<file path="config.mk">
export PLATFORM = sky130hd
export DESIGN_NAME = fp_add_sequencer
export DESIGN_NICKNAME = d
export VERILOG_FILES = /design/src/rtl/fp_pkg.sv /design/src/rtl/fp_operand_fifo.sv /design/src/rtl/fp_add_sequencer.sv
export SDC_FILE = /design/constraint.sdc
export NUM_CORES = 1
export LEC_CHECK = 0
export ABC_CLOCK_PERIOD_IN_PS = 2100
export CAP_MARGIN = 20
export CORE_MARGIN = 8
export CORE_UTILIZATION = 35
export DETAILED_ROUTE_END_ITERATION = 12
export GPL_ROUTABILITY_DRIVEN = 0
export GPL_TIMING_DRIVEN = 0
export HOLD_SLACK_MARGIN = 0.15
export PLACE_DENSITY_LB_ADDON = 0.3
export SLEW_MARGIN = 20
export SYNTH_ARGS = -nofsm -noshare
export SYNTH_HDL_FRONTEND = slang
export SYNTH_SLANG_ARGS = --single-unit
export TNS_END_PERCENT = 20
</file>
<file path="constraint.sdc">
create_clock -name clk -period 2.1 [get_ports clk]
set_clock_uncertainty 0.05 [all_clocks]
set_input_delay 0.315 -clock clk [delete_from_list [all_inputs] [get_ports clk]]
set_output_delay 0.315 -clock clk [all_outputs]
set_load 0.03 [all_outputs]
</file>
<file path="src/rtl/fp_pkg.sv">
// Shared definitions for the fpAdder sequencing logic and its benches.
package fp_pkg;

  localparam int FP_WIDTH = 32;

  localparam logic [FP_WIDTH-1:0] FP_POS_INF = 32'h7F80_0000;
  localparam logic [FP_WIDTH-1:0] FP_NEG_INF = 32'hFF80_0000;

  typedef enum logic [2:0] {
    IDLE,
    LOAD,
    RUN,
    CAPT,
    OUT
  } seq_state_t;

endpackage

</file>
<file path="src/rtl/fp_operand_fifo.sv">
// Synchronous operand-pair FIFO; pointers carry one extra wrap bit for full/empty.
module fp_operand_fifo #(
  parameter int WIDTH = 64,
  parameter int DEPTH = 4
) (
  input  logic             clk,
  input  logic             reset,
  input  logic             push,
  input  logic [WIDTH-1:0] wdata,
  input  logic             pop,
  output logic [WIDTH-1:0] rdata,
  output logic             full,
  output logic             empty
);

  localparam int AW = $clog2(DEPTH);

  logic [AW:0]      wptr;
  logic [AW:0]      rptr;
  logic [WIDTH-1:0] mem [DEPTH];

  always_ff @(posedge clk or negedge reset) begin
    if (!reset) begin
      wptr <= '0;
      rptr <= '0;
      for (int i = 0; i < DEPTH; i++) mem[i] <= '0;
    end else begin
      if (push && !full) begin
        mem[wptr[AW-1:0]] <= wdata;
        wptr              <= wptr + 1'b1;
      end
      if (pop && !empty) rptr <= rptr + 1'b1;
    end
  end

  assign rdata = mem[rptr[AW-1:0]];
  assign full  = (wptr[AW] != rptr[AW]) && (wptr[AW-1:0] == rptr[AW-1:0]);
  assign empty = (wptr == rptr);

endmodule

</file>
<file path="src/rtl/fp_add_sequencer.sv">
// Front/back end for the multi-cycle fpAdder: operand FIFO in, setup/hold
// sequencing of enable/in1/in2, and a held result on a valid/ready stream.
//
//   state | meaning
//   ------+----------------------------------------------------------
//   IDLE  | waiting; pops FIFO head into add_in1/add_in2 when non-empty
//   LOAD  | operands stable, enable low (adder setup cycle), clear counter
//   RUN   | enable high, counting ADD_LATENCY cycles
//   CAPT  | enable high for final cycle, sample add_out/add_overflow
//   OUT   | result presented, held until res_ready
module fp_add_sequencer
  import fp_pkg::*;
#(
  parameter int WIDTH       = FP_WIDTH,
  parameter int DEPTH       = 4,
  parameter int ADD_LATENCY = 4
) (
  input  logic             clk,
  input  logic             reset,
  input  logic             in_valid,
  output logic             in_ready,
  input  logic [WIDTH-1:0] in_a,
  input  logic [WIDTH-1:0] in_b,
  output logic             add_enable,
  output logic [WIDTH-1:0] add_in1,
  output logic [WIDTH-1:0] add_in2,
  input  logic [WIDTH-1:0] add_out,
  input  logic             add_overflow,
  output logic             res_valid,
  input  logic             res_ready,
  output logic [WIDTH-1:0] res_data,
  output logic             res_overflow,
  output logic             ovf_sticky,
  output logic             busy
);

  localparam int CW = $clog2(ADD_LATENCY + 1);
  localparam logic [CW-1:0] CNT_LAST = CW'(ADD_LATENCY - 1);

  seq_state_t         state_q;
  seq_state_t         state_d;
  logic [CW-1:0]      cnt;
  logic               pop;
  logic               full;
  logic               empty;
  logic [2*WIDTH-1:0] head;

  fp_operand_fifo #(
    .WIDTH (2*WIDTH),
    .DEPTH (DEPTH)
  ) u_fifo (
    .clk   (clk),
    .reset (reset),
    .push  (in_valid),
    .wdata ({in_a, in_b}),
    .pop   (pop),
    .rdata (head),
    .full  (full),
    .empty (empty)
  );

  always_ff @(posedge clk or negedge reset) begin
    if (!reset) state_q <= IDLE;
    else        state_q <= state_d;
  end

  always_comb begin
    state_d = state_q;
    pop     = 1'b0;
    case (state_q)
      IDLE: if (!empty) begin
        pop     = 1'b1;
        state_d = LOAD;
      end
      LOAD:    state_d = RUN;
      RUN:     if (cnt == CNT_LAST) state_d = CAPT;
      CAPT:    state_d = OUT;
      OUT:     if (res_ready) state_d = IDLE;
      default: state_d = IDLE;
    endcase
  end

  // Operands only load on the IDLE pop, so they cannot move while enable is high.
  always_ff @(posedge clk or negedge reset) begin
    if (!reset) begin
      add_in1      <= '0;
      add_in2      <= '0;
      cnt          <= '0;
      res_data     <= '0;
      res_overflow <= 1'b0;
      ovf_sticky   <= 1'b0;
    end else begin
      if (pop) begin
        add_in1 <= head[2*WIDTH-1:WIDTH];
        add_in2 <= head[WIDTH-1:0];
      end
      if (state_q == LOAD)     cnt <= '0;
      else if (state_q == RUN) cnt <= cnt + 1'b1;
      if (state_q == CAPT) begin
        res_data     <= add_out;
        res_overflow <= add_overflow;
        ovf_sticky   <= ovf_sticky | add_overflow;
      end
    end
  end

  assign in_ready   = !full;
  assign add_enable = (state_q == RUN) || (state_q == CAPT);
  assign res_valid  = (state_q == OUT);
  assign busy       = (state_q != IDLE) || !empty;

endmodule

</file>
==> impl_metrics.ini, run 1 <==
[place]
placed_cell_area_mm2 = 0.0182
buffer_ports.inserted = 202
place_ws_ns = -0.628
dp_hpwl_mm = 23.0

[sta]
setup_violations = 45
fin_crit_sh = 1.09
fmax_ghz = 0.437
fin_tns_setup_ns = -1.81
fin_crit_ns = 2.29
rsz0062_at_grt = true
worstMarginPinSlew_ns = 0.845
hold_viol_final = 0
slew_viol_final = 0
setup_slack_ns = -0.190
maxSlewHeadroom = 0.437
holdWs_ns = 0.265

[logic_synthesis]
ys_top_cells_by_area = dfrtp_1 (60%), mux2_2 (24%), mux4_2 (9.4%)
synth_top_cells_by_count = dfrtp_1 (366), mux2_2 (328), mux4_2 (64)
yosysMostFrequentCell = dfrtp_1
synth_edf_count = 0
synth-seq-area-share = 0.596
synth_area_leader_cell = dfrtp_1
syn_area_mm2 = 0.0154
yosys_warnings = 0
synthFlopType = dfrtp_1
yosysUniqueCellTypes = 29
synth_area_per_cell_um2 = 17.3
ys_ff_latch = 366
async_flop_share = 1.00
syn-instance-count = 891
syn-num-nets = 999
yosys.area.top_type_share = 0.596

[clocking]
clock-sinks = 366
clk_path_buf_depth = 3
cts_tree = yes
cts-root-buf = clkbuf_16
h-tree-depth = 2
path_clk_slew_ns = 0.06
clock_latency_ns = 0.55
cts_inserted_buffers = 43

[routing]
drt_iter0_markers = 398
drt_wl_total_mm = 35.6
drc = 0
vias = 8656
vias_per_cell = 4.83
ant_nets = 0
wl_per_cell_um = 19.9
dr.pass1.iters = 7

[global_route]
grt_usage = 0.140
grt_pass1_vias = 9654
grt_start_max_net_pins = 98
grt_pass1_wl_mm = 55.9
antenna_found_initial = 2
overflow = 0

[power_and_ir_drop]
power_density_mw_per_mm2 = 1860
p_leak_uw = 0.00837
ir_worst_vdd_v = 0.00104
fin_total_pwr_uw = 37800

[final_layout]
register_area_mm2 = 0.00917
fin_nets = 1274
n_antenna_cell = 0
multi_input_area_mm2 = 0.00597
drive_above_1_share = 0.470
stdcell_area_mm2 = 0.0203
nFillCells = 3838
synthToLayoutAreaGrowth_pct = 32.0

[critical_path]
endpoint_kind = output port
rrSetupSlack_ns = -0.11
arrival_ns = 1.93
required_ns = 1.74
crit_path_cell_trace = buf_6 -> or3_4 -> or3_4 -> buf_8
criticalPathCategory = flop to output port
slowest_delay_ns = 0.38
crit_slowest_cell = or3_4
start_kind = flop
r2r_end = add_in2[23]
reg2reg_from = state_q[1]
reg2regPathDepth = 8
cp_common_cell = or3_4
path_max_fanout = 4

[floorplan]
core_mm2 = 0.0438
rows = 77
die_area_mm2 = 0.0509
die_x_um = 226
io_pins = 203
start_util = 0.351
dieHeight_um = 226

[job]
cap_viol_max_count = 0

[run_status]
violations = negative setup slack
outcome = finished, violations left

[worst_hold_path]
hp-class = primary input to async pin
==> area by class of cell <==
cell class              instances  share of cell area
plain buffers                  50              0.0232
well taps                     592              0.0365
clock inverters                 9             0.00616
repair buffers                231               0.121
multi-input cells             468               0.294
inverters                       6             0.00111
flip-flops and latches        366               0.451
clock buffers                  69              0.0663
==> worst max path at each step <==
stage	cells after the start	start	slack, ns	endpoint
final	4	state_q[1]	-0.19	busy
after global routing	4	state_q[1]	-0.25	busy
after CTS	4	state_q[1]	-0.27	busy
after detailed placement	4	u_fifo.rptr[1]	-0.63	add_in1[6]
after global placement	1	reset	-15.40	res_data[2]
after floorplan	5	state_q[1]	0.07	res_data[10]
==> cells by family (layout without fill, tap and decap cells) <==
logic type / Yosys count / count (layout) / share of synthesized area
multiplexers: 420 / 420 / 0.354
flip-flops: 366 / 366 / 0.596
buffers and inverters: 57 / 365 / 0.0202
AND/OR/NAND/NOR: 17 / 17 / 0.00505
AO/OA/AOI/OAI: 15 / 15 / 0.0103
XOR/XNOR: 9 / 9 / 0.00879
adder cells (fa/ha/maj): 7 / 7 / 0.00570
==> worst max-delay path: cells and delay by family, from the launching register on <==
kind / cells / cell delay, ns
AND/OR/NAND/NOR: 2 / 0.74
buffers and inverters: 2 / 0.27
flip-flops: 1 / 0.37
==> layer usage <==
metal  global-route usage  wire, µm  share of wire  vias up
met5                    0        28        0.00079        -
met4               0.0426       682          0.019        4
met3               0.0449      2370          0.066       53
met2                0.224     17100           0.48      185
met1                0.180     15500           0.43     4568
li1                     -         -              -     3846
==> cells in the final DEF, fill, tap and decap left out, drive strengths merged, types with 2 or more instances in the layout <==
cell	count
a22o	4
a31oi	6
buf	69
bufinv	3
clkbuf	81
clkdlybuf4s15	2
clkdlybuf4s50	197
clkinv	4
clkinvlp	2
dfrtp	366
ha	7
inv	6
mux2	356
mux4	64
nand2	8
nor2	3
or3	2
xnor2	5
xor2	4
==> power by group <==
| group | leakage (µW) | internal (µW) | switching, µW | total [µW] |
|---|---|---|---|---|
| clock network | 0.000719 | 4740 | 2880 | 7620 |
| registers | 0.00434 | 10800 | 1870 | 12700 |
| logic | 0.00331 | 9970 | 7500 | 17500 |
==> sequential cells by signal, summed over array words and instances, names as in the netlist <==
register,cells
u_fifo.wptr,3
add_in2,32
state_q,3
cnt,3
u_fifo.rptr,3
ovf_sticky,1
res_data,32
res_overflow,1
u_fifo.mem,256
add_in1,32
==> per-stage QoR <==
step,utilization,cells
after global routing,0.463,1791
after floorplan,-,891
after global placement,0.414,1685
after CTS,0.453,1771
final,0.463,1791
after detailed placement,0.416,1688
==> repair_timing <==
item	in CTS	in global routing
pin swaps	5	3
setup endpoints to repair	252	318
hold endpoints to repair	82	0
hold buffers	1	0
gates cloned	0	5
buffers inserted	5	15
gates resized for setup	58	59
Power figures use the tool's default switching activity.
==> run 2: changes to the inputs <==
--- a/config.mk
+++ b/config.mk
@@ -12,7 +12,7 @@
 export DETAILED_ROUTE_END_ITERATION = 12
 export GPL_ROUTABILITY_DRIVEN = 0
 export GPL_TIMING_DRIVEN = 0
-export HOLD_SLACK_MARGIN = 0.15
+export HOLD_SLACK_MARGIN = 0.03
 export PLACE_DENSITY_LB_ADDON = 0.3
 export SLEW_MARGIN = 20
 export SYNTH_ARGS = -nofsm -noshare
==> results of run 2 <==
Final layout, timing and power as in run 1 (identical DEF).
==> run 3: changes to the inputs <==
--- a/config.mk
+++ b/config.mk
@@ -5,8 +5,8 @@
 export SDC_FILE = /design/constraint.sdc
 export NUM_CORES = 1
 export LEC_CHECK = 0
-export ABC_CLOCK_PERIOD_IN_PS = 2100
-export CAP_MARGIN = 20
+export ABC_CLOCK_PERIOD_IN_PS = 1900
+export CAP_MARGIN = 30
 export CORE_MARGIN = 8
 export CORE_UTILIZATION = 35
 export DETAILED_ROUTE_END_ITERATION = 12
@@ -14,7 +14,6 @@
 export GPL_TIMING_DRIVEN = 0
 export HOLD_SLACK_MARGIN = 0.03
 export PLACE_DENSITY_LB_ADDON = 0.3
-export SLEW_MARGIN = 20
 export SYNTH_ARGS = -nofsm -noshare
 export SYNTH_HDL_FRONTEND = slang
 export SYNTH_SLANG_ARGS = --single-unit
==> constraint.sdc (replaced) <==
create_clock -name clk -period 1.9 [get_ports clk]
set_clock_uncertainty 0.05 [all_clocks]
set_input_delay 0.285 -clock clk [delete_from_list [all_inputs] [get_ports clk]]
set_output_delay 0.285 -clock clk [all_outputs]
set_load 0.03 [all_outputs]
==> run 3 against run 2 <==
  * The flow still finishes with violations (negative setup slack)
  * Critical path depth is the same
  * Combinational power grew 22%
  * Total power grew 15%
  * Worst hold slack lost 0.083 ns
  * Clock power grew 5.1%
  * Largest power group unchanged
  * Highest routed layer unchanged
==> impl_metrics.ini, run 3 (same netlist as run 1, synthesis figures left out) <==
[run_status]
outcome = finished, violations left
violations = negative setup slack

[final_layout]
stdcell_area_mm2 = 0.0213
drive_above_1_share = 0.486
layout_common_cells = dfrtp_1 (357), mux2_4 (169), mux2_2 (164)
synthToLayoutAreaGrowth_pct = 38.8
largest_register = u_fifo.mem
largest_reg_flops = 256
n_antenna_cell = 0
final_common_cell = dfrtp_1
fin_nets = 1296

[floorplan]
die_x_um = 226
rows = 77
die_area_mm2 = 0.0509
io_pins = 203
start_util = 0.351
core_mm2 = 0.0438
dieHeight_um = 226

[power_and_ir_drop]
swShare = 0.326
power_density_mw_per_mm2 = 2040
p_clk_frac = 0.184
p_sw_uw = 14200
cellInternalPower_uw = 29300
fin_total_pwr_uw = 43500
ir_worst_vdd_v = 0.000997
combPwrFrac = 0.493
p_seq_frac = 0.323
p_leak_uw = 0.00927

[routing]
vias_per_cell = 4.90
drt_wl_total_mm = 37.5
drt_iter0_markers = 406
vias = 8857
wl_per_cell_um = 20.7
dr.pass1.iters = 4
drc = 0
ant_nets = 0

[critical_path]
rrSetupSlack_ns = -0.22
r2r_end = u_fifo.mem[211]
reg2regPathDepth = 8
crit_path_end = busy
crit_path_cell_trace = xnor2_4 -> nand2_1 -> or3_1 -> buf_6
path_max_fanout = 2
slowest_delay_ns = 0.45
required_ns = 1.56
start_kind = flop
criticalPathCategory = flop to output port
endpoint_kind = output port
cp-startpoint = u_fifo.wptr[1]
arrival_ns = 1.84
reg2reg_from = u_fifo.rptr[0]
crit_slowest_cell = dfrtp_2

[global_route]
grt_pass1_wl_mm = 56.4
grt_pass1_vias = 9647
antenna_found_initial = 1
overflow = 0
grt_start_max_net_pins = 119
grt_usage = 0.141

[place]
placed_cell_area_mm2 = 0.0182
buffer_ports.inserted = 202
dp_hpwl_mm = 22.8
place_ws_ns = -0.769

[sta]
setup_violations = 288
worstMarginPinSlew_ns = 0.655
slew_viol_final = 0
setup_slack_ns = -0.270
maxSlewHeadroom = 0.563
hold_viol_final = 0
fmax_ghz = 0.461
holdWs_ns = 0.183
rsz0062_at_grt = true
fin_crit_sh = 1.14
fin_tns_setup_ns = -34.59
fin_crit_ns = 2.17

[clocking]
h-tree-depth = 2
path_clk_slew_ns = 0.06
clk_path_buf_depth = 3
clock_latency_ns = 0.55
cts_inserted_buffers = 42
clock-sinks = 366
cts_tree = yes
cts-root-buf = clkbuf_16

[job]
cap_viol_max_count = 0

[worst_hold_path]
hp-class = primary input to async pin
-- run 3: timing repair --
item	4_1_cts	5_1_grt
endpoints found under the hold margin	53	0
pin swaps	5	6
setup buffers	18	19
hold buffers	1	0
gates cloned	0	12
gates resized for setup	251	226
setup endpoints to repair	434	375
-- run 3: area by class of cell --
cell class | count | area [µm²]
Clock buffer | 65 | 1270
Fill cell | 3767 | 22500
Tap cell | 592 | 741
Timing Repair Buffer | 255 | 2690
Multi-Input combinational cell | 468 | 6600
Buffer | 49 | 763
Clock inverter | 8 | 97.6
Sequential cell | 366 | 9170
Inverter | 6 | 22.5
-- run 3: metal layers --
layer  routed length, µm  GRT usage  part of all wire  vias to the layer above
li1                    -          -                 -                     3888
met1               16900      0.183              0.45                     4706
met2               17300      0.221              0.46                      206
met3                2580     0.0469             0.069                       55
met4                 734     0.0430             0.020                        2
met5                  14          0           0.00037                        -
-- run 3: metrics by stage --
| stage | util | std cells |
|---|---|---|
| after floorplan | - | 891 |
| after global placement | 0.414 | 1685 |
| after detailed placement | 0.416 | 1688 |
| after CTS | 0.458 | 1778 |
| after global routing | 0.487 | 1809 |
| final | 0.487 | 1809 |
-- run 3: critical path: cells and delay by family, from the launching register on --
family / cells / cell delay, ns
xor+xnor: 1 / 0.22
buf+inv: 1 / 0.16
flops: 1 / 0.45
simple gates: 2 / 0.47
-- run 3: how the worst min path moves through the flow --
stage                     from              end  slack (ns)  cells past startpoint
finish                   reset  u_fifo.mem[155]        0.18                      2
global route             reset  u_fifo.mem[219]        0.19                      2
CTS                      reset  u_fifo.mem[219]        0.18                      2
detailed placement       reset  u_fifo.mem[219]        0.18                      1
global placement    ovf_sticky       ovf_sticky        0.40                      1
floorplan                reset       add_in1[0]       -0.06                      0
-- run 3: power groups by stage --
| stage | combinational [µW] | clock [µW] | sequential [µW] |
|---|---|---|---|
| 6_report | 21400 | 8010 | 14100 |
| 5_1_grt | 22900 | 8580 | 14600 |
| 4_1_cts | 18100 | 8280 | 14000 |
| 3_5_place_dp | 17600 | 0 | 14100 |
| 3_3_place_gp | 17300 | 0 | 14000 |
| 2_1_floorplan | 10400 | 0 | 15600 |
